===== config.mk =====
export PLATFORM = sky130hd
export DESIGN_NAME = point_integrator
export DESIGN_NICKNAME = d
export VERILOG_FILES = /design/src/rtl/physics_pkg.sv /design/src/rtl/point_integrator_sat_add_shift.sv /design/src/rtl/point_integrator.sv
export SDC_FILE = /design/constraint.sdc
export NUM_CORES = 1
export LEC_CHECK = 0
export CORE_MARGIN = 1
export CORE_UTILIZATION = 52
export DETAILED_ROUTE_END_ITERATION = 7
export PLACE_DENSITY = 0.79
export SETUP_SLACK_MARGIN = 0.5
export SKIP_CTS_REPAIR_TIMING = 1
export SYNTH_ARGS = -nofsm -noshare
export SYNTH_HDL_FRONTEND = slang
export SYNTH_SLANG_ARGS = --single-unit

===== constraint.sdc =====
create_clock -name clk_in -period 5.6 [get_ports clk_in]
set_input_delay 1.12 -clock clk_in [delete_from_list [all_inputs] [get_ports clk_in]]
set_output_delay 1.12 -clock clk_in [all_outputs]
set_load 0.02 [all_outputs]

===== src/rtl/physics_pkg.sv =====
// Shared types and helpers for the mass-spring physics pipeline.
package physics_pkg;

    // Integrator step phases: gather force beats, update velocity, update position, publish.
    typedef enum logic [1:0] {
        ACCUM = 2'd0,
        VEL   = 2'd1,
        POS   = 2'd2,
        DONE  = 2'd3
    } integ_state_t;

    // Clamp a wide signed value into the signed range of 'width' bits.
    // The caller narrows the result with a size cast; the upper bits are then pure sign copies.
    function automatic logic signed [63:0] sat_trunc(input logic signed [63:0] value,
                                                     input int                 width);
        logic signed [63:0] hi;
        logic signed [63:0] lo;
        hi = (64'sd1 <<< (width - 1)) - 64'sd1;
        lo = -(64'sd1 <<< (width - 1));
        if (value > hi) begin
            return hi;
        end else if (value < lo) begin
            return lo;
        end else begin
            return value;
        end
    endfunction

endpackage


===== src/rtl/point_integrator_sat_add_shift.sv =====
// Saturating "base + (delta >>> SHIFT)" used for both the velocity and the position updates.
// Purely combinational; the shift is arithmetic, so negative deltas round toward -inf.
module sat_add_shift
    import physics_pkg::*;
#(
    parameter int IN_W  = 16,
    parameter int OUT_W = 16,
    parameter int SHIFT = 4
) (
    input  logic signed [OUT_W-1:0] i_base,
    input  logic signed [IN_W-1:0]  i_delta,
    output logic signed [OUT_W-1:0] o_sum
);

    logic signed [63:0] w_base_ext;
    logic signed [63:0] w_delta_shift;

    // Widen both operands far enough that the add cannot wrap before clamping.
    assign w_base_ext    = 64'(i_base);
    assign w_delta_shift = 64'(i_delta) >>> SHIFT;
    assign o_sum         = OUT_W'(sat_trunc(w_base_ext + w_delta_shift, OUT_W));

endmodule


===== src/rtl/point_integrator.sv =====
// Point-mass integrator: sums spring force beats plus gravity, then performs a
// semi-implicit Euler step (velocity first, position from the new velocity) with a floor clamp.
module point_integrator
    import physics_pkg::*;
#(
    parameter int POSITION_SIZE = 16,
    parameter int VELOCITY_SIZE = 16,
    parameter int FORCE_SIZE    = 16,
    parameter int MAX_SPRINGS   = 8,
    parameter int DT_SHIFT      = 4,
    parameter int MASS_SHIFT    = 0
) (
    input  logic                            clk_in,
    input  logic                            rst_in,
    input  logic                            force_valid,
    output logic                            force_ready,
    input  logic signed [FORCE_SIZE-1:0]    force_x,
    input  logic signed [FORCE_SIZE-1:0]    force_y,
    input  logic                            force_last,
    input  logic signed [FORCE_SIZE-1:0]    gravity_y,
    input  logic signed [POSITION_SIZE-1:0] floor_y,
    input  logic                            load_init,
    input  logic signed [POSITION_SIZE-1:0] pos_init_x,
    input  logic signed [POSITION_SIZE-1:0] pos_init_y,
    output logic signed [POSITION_SIZE-1:0] pos_x,
    output logic signed [POSITION_SIZE-1:0] pos_y,
    output logic signed [VELOCITY_SIZE-1:0] vel_x,
    output logic signed [VELOCITY_SIZE-1:0] vel_y,
    output logic                            state_valid,
    output logic                            overflow
);

    localparam int CNT_W = $clog2(MAX_SPRINGS + 1);
    localparam int ACC_W = FORCE_SIZE + CNT_W + 1;

    // Axis index 0 = x, 1 = y throughout.
    integ_state_t                   r_state;
    logic signed [ACC_W-1:0]        r_acc [2];
    logic [CNT_W-1:0]               r_cnt;
    logic signed [POSITION_SIZE-1:0] r_pos [2];
    logic signed [VELOCITY_SIZE-1:0] r_vel [2];
    logic                           r_state_valid;
    logic                           r_overflow;

    logic                           w_beat;
    logic [CNT_W-1:0]               w_cnt_inc;
    logic                           w_cnt_full;
    logic signed [FORCE_SIZE-1:0]   w_force [2];
    logic signed [ACC_W-1:0]        w_acc_sum [2];
    logic signed [ACC_W-1:0]        w_acc_y_grav;
    logic signed [ACC_W-1:0]        w_vel_delta [2];
    logic signed [VELOCITY_SIZE-1:0] w_vel_n [2];
    logic signed [POSITION_SIZE-1:0] w_pos_n [2];

    // Beats are only taken while gathering and never in a cycle that reloads the point.
    assign force_ready = rst_in & (r_state == ACCUM) & ~load_init;
    assign w_beat      = force_valid & force_ready;
    assign w_cnt_inc   = r_cnt + CNT_W'(1);
    assign w_cnt_full  = (w_cnt_inc == CNT_W'(MAX_SPRINGS));

    assign w_force[0] = force_x;
    assign w_force[1] = force_y;

    // Gravity joins the y sum on the way into the velocity update.
    assign w_acc_y_grav   = ACC_W'(sat_trunc(64'(r_acc[1]) + 64'(gravity_y), ACC_W));
    assign w_vel_delta[0] = r_acc[0];
    assign w_vel_delta[1] = w_acc_y_grav;

    generate
        for (genvar gi = 0; gi < 2; gi++) begin : g_axis
            // Running force sum saturates instead of wrapping.
            assign w_acc_sum[gi] = ACC_W'(sat_trunc(64'(r_acc[gi]) + 64'(w_force[gi]), ACC_W));

            // v' = sat(v + F * dt / m)
            sat_add_shift #(
                .IN_W  (ACC_W),
                .OUT_W (VELOCITY_SIZE),
                .SHIFT (DT_SHIFT + MASS_SHIFT)
            ) u_vel (
                .i_base  (r_vel[gi]),
                .i_delta (w_vel_delta[gi]),
                .o_sum   (w_vel_n[gi])
            );

            // p' = sat(p + v' * dt); r_vel already holds v' when this is consumed in POS.
            sat_add_shift #(
                .IN_W  (VELOCITY_SIZE),
                .OUT_W (POSITION_SIZE),
                .SHIFT (DT_SHIFT)
            ) u_pos (
                .i_base  (r_pos[gi]),
                .i_delta (r_vel[gi]),
                .o_sum   (w_pos_n[gi])
            );
        end
    endgenerate

    // Step sequencer: holds every piece of state; load_init overrides any phase.
    always_ff @(posedge clk_in or negedge rst_in) begin
        if (!rst_in) begin
            r_state       <= ACCUM;
            r_acc[0]      <= '0;
            r_acc[1]      <= '0;
            r_cnt         <= '0;
            r_pos[0]      <= '0;
            r_pos[1]      <= '0;
            r_vel[0]      <= '0;
            r_vel[1]      <= '0;
            r_state_valid <= 1'b0;
            r_overflow    <= 1'b0;
        end else if (load_init) begin
            r_state       <= ACCUM;
            r_acc[0]      <= '0;
            r_acc[1]      <= '0;
            r_cnt         <= '0;
            r_pos[0]      <= pos_init_x;
            r_pos[1]      <= pos_init_y;
            r_vel[0]      <= '0;
            r_vel[1]      <= '0;
            r_state_valid <= 1'b0;
        end else begin
            r_state_valid <= 1'b0;
            case (r_state)
                ACCUM: begin
                    if (w_beat) begin
                        r_acc[0] <= w_acc_sum[0];
                        r_acc[1] <= w_acc_sum[1];
                        r_cnt    <= w_cnt_inc;
                        if (force_last || w_cnt_full) begin
                            r_state <= VEL;
                            // Hitting the beat limit without a closing beat means springs were dropped.
                            if (!force_last) begin
                                r_overflow <= 1'b1;
                            end
                        end
                    end
                end
                VEL: begin
                    r_acc[1] <= w_acc_y_grav;
                    r_vel[0] <= w_vel_n[0];
                    r_vel[1] <= w_vel_n[1];
                    r_state  <= POS;
                end
                POS: begin
                    r_pos[0] <= w_pos_n[0];
                    if (w_pos_n[1] < floor_y) begin
                        // Ground contact: pin to the floor and kill only downward motion.
                        r_pos[1] <= floor_y;
                        if (r_vel[1][VELOCITY_SIZE-1]) begin
                            r_vel[1] <= '0;
                        end
                    end else begin
                        r_pos[1] <= w_pos_n[1];
                    end
                    r_state_valid <= 1'b1;
                    r_state       <= DONE;
                end
                DONE: begin
                    r_acc[0] <= '0;
                    r_acc[1] <= '0;
                    r_cnt    <= '0;
                    r_state  <= ACCUM;
                end
                default: r_state <= ACCUM;
            endcase
        end
    end

    assign pos_x       = r_pos[0];
    assign pos_y       = r_pos[1];
    assign vel_x       = r_vel[0];
    assign vel_y       = r_vel[1];
    assign state_valid = r_state_valid;
    assign overflow    = r_overflow;

endmodule

==> flow_summary.ini <==
[critical_path]
critPathKind = in -> reg
slowest_stage = a2111oi_4
end_kind = flip-flop
path_delay_family = compound AO/OA/AOI/OAI gates
start_kind = primary input
slowest_delay_ps = 390
worstPathRequired_ps = 5900
cpMostUsedCell = a31o_4
arrival_ps = 5790
path_cells = buf_6 -> ha_4 -> inv_2 -> fa_2 -> nand2b_4 -> a21o_1 -> a31o_4 -> a31o_4 -> buf_6 -> a2111oi_4 -> a31o_4 -> a21o_1 -> ha_2 -> inv_2 -> fa_2 -> nand2b_4 -> a21oi_4 -> o221ai_2 -> a21oi_2 -> o21ai_2 -> a311oi_2 -> a21oi_2 -> o2111a_2 -> a221o_1
critPathMaxFanout = 8
crit_cells = 24
reg2reg_depth = 23
path_buf_inv = 4

[yosys]
ys_top_cells_by_area = dfrtp_1, ha_1, a21oi_1, xnor2_1, o21ai_0
syn-num-nets = 1691
synth_top_cell_by_area = dfrtp_1
ys.flop_type = dfrtp_1
synth_seq_area_share_pct = 23.7
yosysMostFrequentCell = ha_1
netlist.area_leader.share_pct = 23.7
yosysWarnings = 0
synth_cells = 1433
synth_edf_count = 0
syn_area_um2 = 12000
synthTopCellsByCount = ha_1, a21oi_1, nor2_1, dfrtp_1, nand2_1
syn_avg_cell_area_um2 = 8.40
ys_seq_elements = 114
ys_async_sr_fraction_pct = 100
ys_types = 84

[floorplanning]
start_util_pct = 53.0
rows = 55
design.portCount = 168
dieHeight_um = 154
dieArea_um2 = 23800
core_area_um2 = 22700
die_w_um = 154

[sta]
rsz0062_at_grt = true
fin_skew_ps = 10.9
finalSetupViolCount = 0
period_needed_ps = 5490
fmax_ghz = 0.182
period_share_pct = 98.1
worstMarginPinSlew_ps = 1150
slew_headroom_pct = 23.3
report.final.slew_viol_count = 0
final-hold-violation-count = 0
whs_ps = 492

[global_route]
grt.total_usage_pct = 31.1
antenna_found_initial = 0
grt_overflow_total = 0
grt_pass1_wl_mm = 59.9
grt_pass1_vias = 12200
grt_start_max_net_pins = 61

[route]
remaining_drc_errors = 0
routed_wl_mm = 37.7
post_drt_wl_per_cell_um = 18.8
num_vias = 12600
drtIter0Drc = 891
drtAntennaViolNets = 0
first_pass_iters = 6
vias_per_cell = 6.27

[clocking]
cts_max_path_buffers = 2
cts_made_buffers = 17
htree_levels = 4
worstSkewPairLatency_ps = 420
cts_tree = yes
clkTransAtPathRegs_ps = 60
cts.sinks = 114
root_buffer = clkbuf_16

[cells_and_area]
stdcell_area_um2 = 16000
final_util_pct = 70.4
drive_gt1_share_pct = 15.1
fin_nets = 1972
antennaDiodeCount = 0
fin_cells = 2012
area_growth_pct = 32.8
nFillCells = 1762

[power_and_ir_drop]
power.density_nw_per_um2 = 614
total_power_uw = 9820
vdd_drop_max_mv = 0.340
leakage_uw = 0.00740

[placed_design]
gp_congestion = 0.969
post_dp_cell_area_um2 = 14900
dpl.cell_count = 1964
io_buffers = 167
hpwlAfterDp_mm = 28.4

[flow_run]
maxCapViolations = 0

[min_path]
worstHoldPathType = reg -> reg
worstHoldPathCells = 2

[outcome]
status = finished clean
## report_power, final
part	switching, µW	internal, µW	total [µW]
Clock	445	717	1160
Sequential	350	1090	1440
Combinational	3880	3340	7220
## through the flow
stage               TNS (ps)  setup WS [ps]
floorplan                  0           44.8
global placement      -13070           -860
detailed placement    -14760           -973
CTS                    -8190           -559
global route            -301          -63.8
finish                     0            106
## per-layer routing
layer	vias to the layer above	wire, µm	part of all wire, %	global-route usage [%]
met4	0	909	2.4	9.33
met1	6036	16400	44	40.6
met3	81	2410	6.4	5.18
met5	-	0	0	0
met2	475	18000	48	52.8
li1	6015	-	-	-
## worst min-delay path, stage by stage (launching register included)
cell and delay [ps]:
dfrtp_1 340, nand2_1 50, o21ai_0 60
## logic make-up (layout without fill, tap and decap cells)
logic type	count (synthesis)	after routing	synth area share, %
AND/OR/NAND/NOR	368	368	14.4
buffers and inverters	101	392	3.23
adder cells (fa/ha/maj)	161	161	17.1
flip-flops	114	114	23.7
AO/OA/AOI/OAI	567	569	32.5
XOR/XNOR	98	98	7.13
multiplexers	24	25	2.05
## sequential cells by signal (all words and copies together) (netlist names)
register	flops
vel_y	16
overflow	1
state_valid	1
r_cnt	4
pos_x	16
r_state	2
r_acc	42
pos_y	16
vel_x	16
## layout make-up
cell class              instances  area, µm²  area share [%]
clock buffers                  18        439            2.75
clock inverters                14        178            1.11
inverters                      64        240            1.50
multi-input cells            1221       9260            57.9
flip-flops and latches        114       2850            17.8
well taps                     285        357            2.23
repair buffers                296       2670            16.7
## worst paths after layout
check	start	to	slack [ps]
max	gravity_y[0]	vel_y[6]	110
min	r_acc[21]	r_acc[21]	490
max in group asynchronous	rst_in	vel_y[15]	3490
min in group asynchronous	rst_in	r_acc[24]	790
max reg2reg	r_acc[0]	vel_y[6]	390
min reg2reg	r_acc[21]	r_acc[21]	490
## placed cells by master, fill, tap and decap left out, types with 6 or more instances in the layout
cell,count
a211oi_1,24
a21o_1,56
a21oi_1,118
a21oi_2,7
a221o_1,30
a22oi_1,22
a31o_2,8
a31oi_1,12
and2_1,7
buf_4,128
clkbuf_16,17
clkdlybuf4s50_1,153
dfrtp_1,113
dlymetal6s2s_1,10
ha_1,133
ha_4,16
inv_1,60
mux2i_1,19
nand2_1,106
nand2b_1,15
nand3_1,31
nand4_1,6
nor2_1,114
nor2b_1,15
nor3_1,19
o2111ai_1,9
o211ai_1,39
o21a_1,29
o21ai_0,98
o21ai_1,10
o21bai_1,15
o221ai_1,8
o22ai_1,6
o31ai_1,7
or2_2,11
or3_1,12
xnor2_1,61
xor2_1,37
No activity file was read; power rests on OpenSTA's default activity.
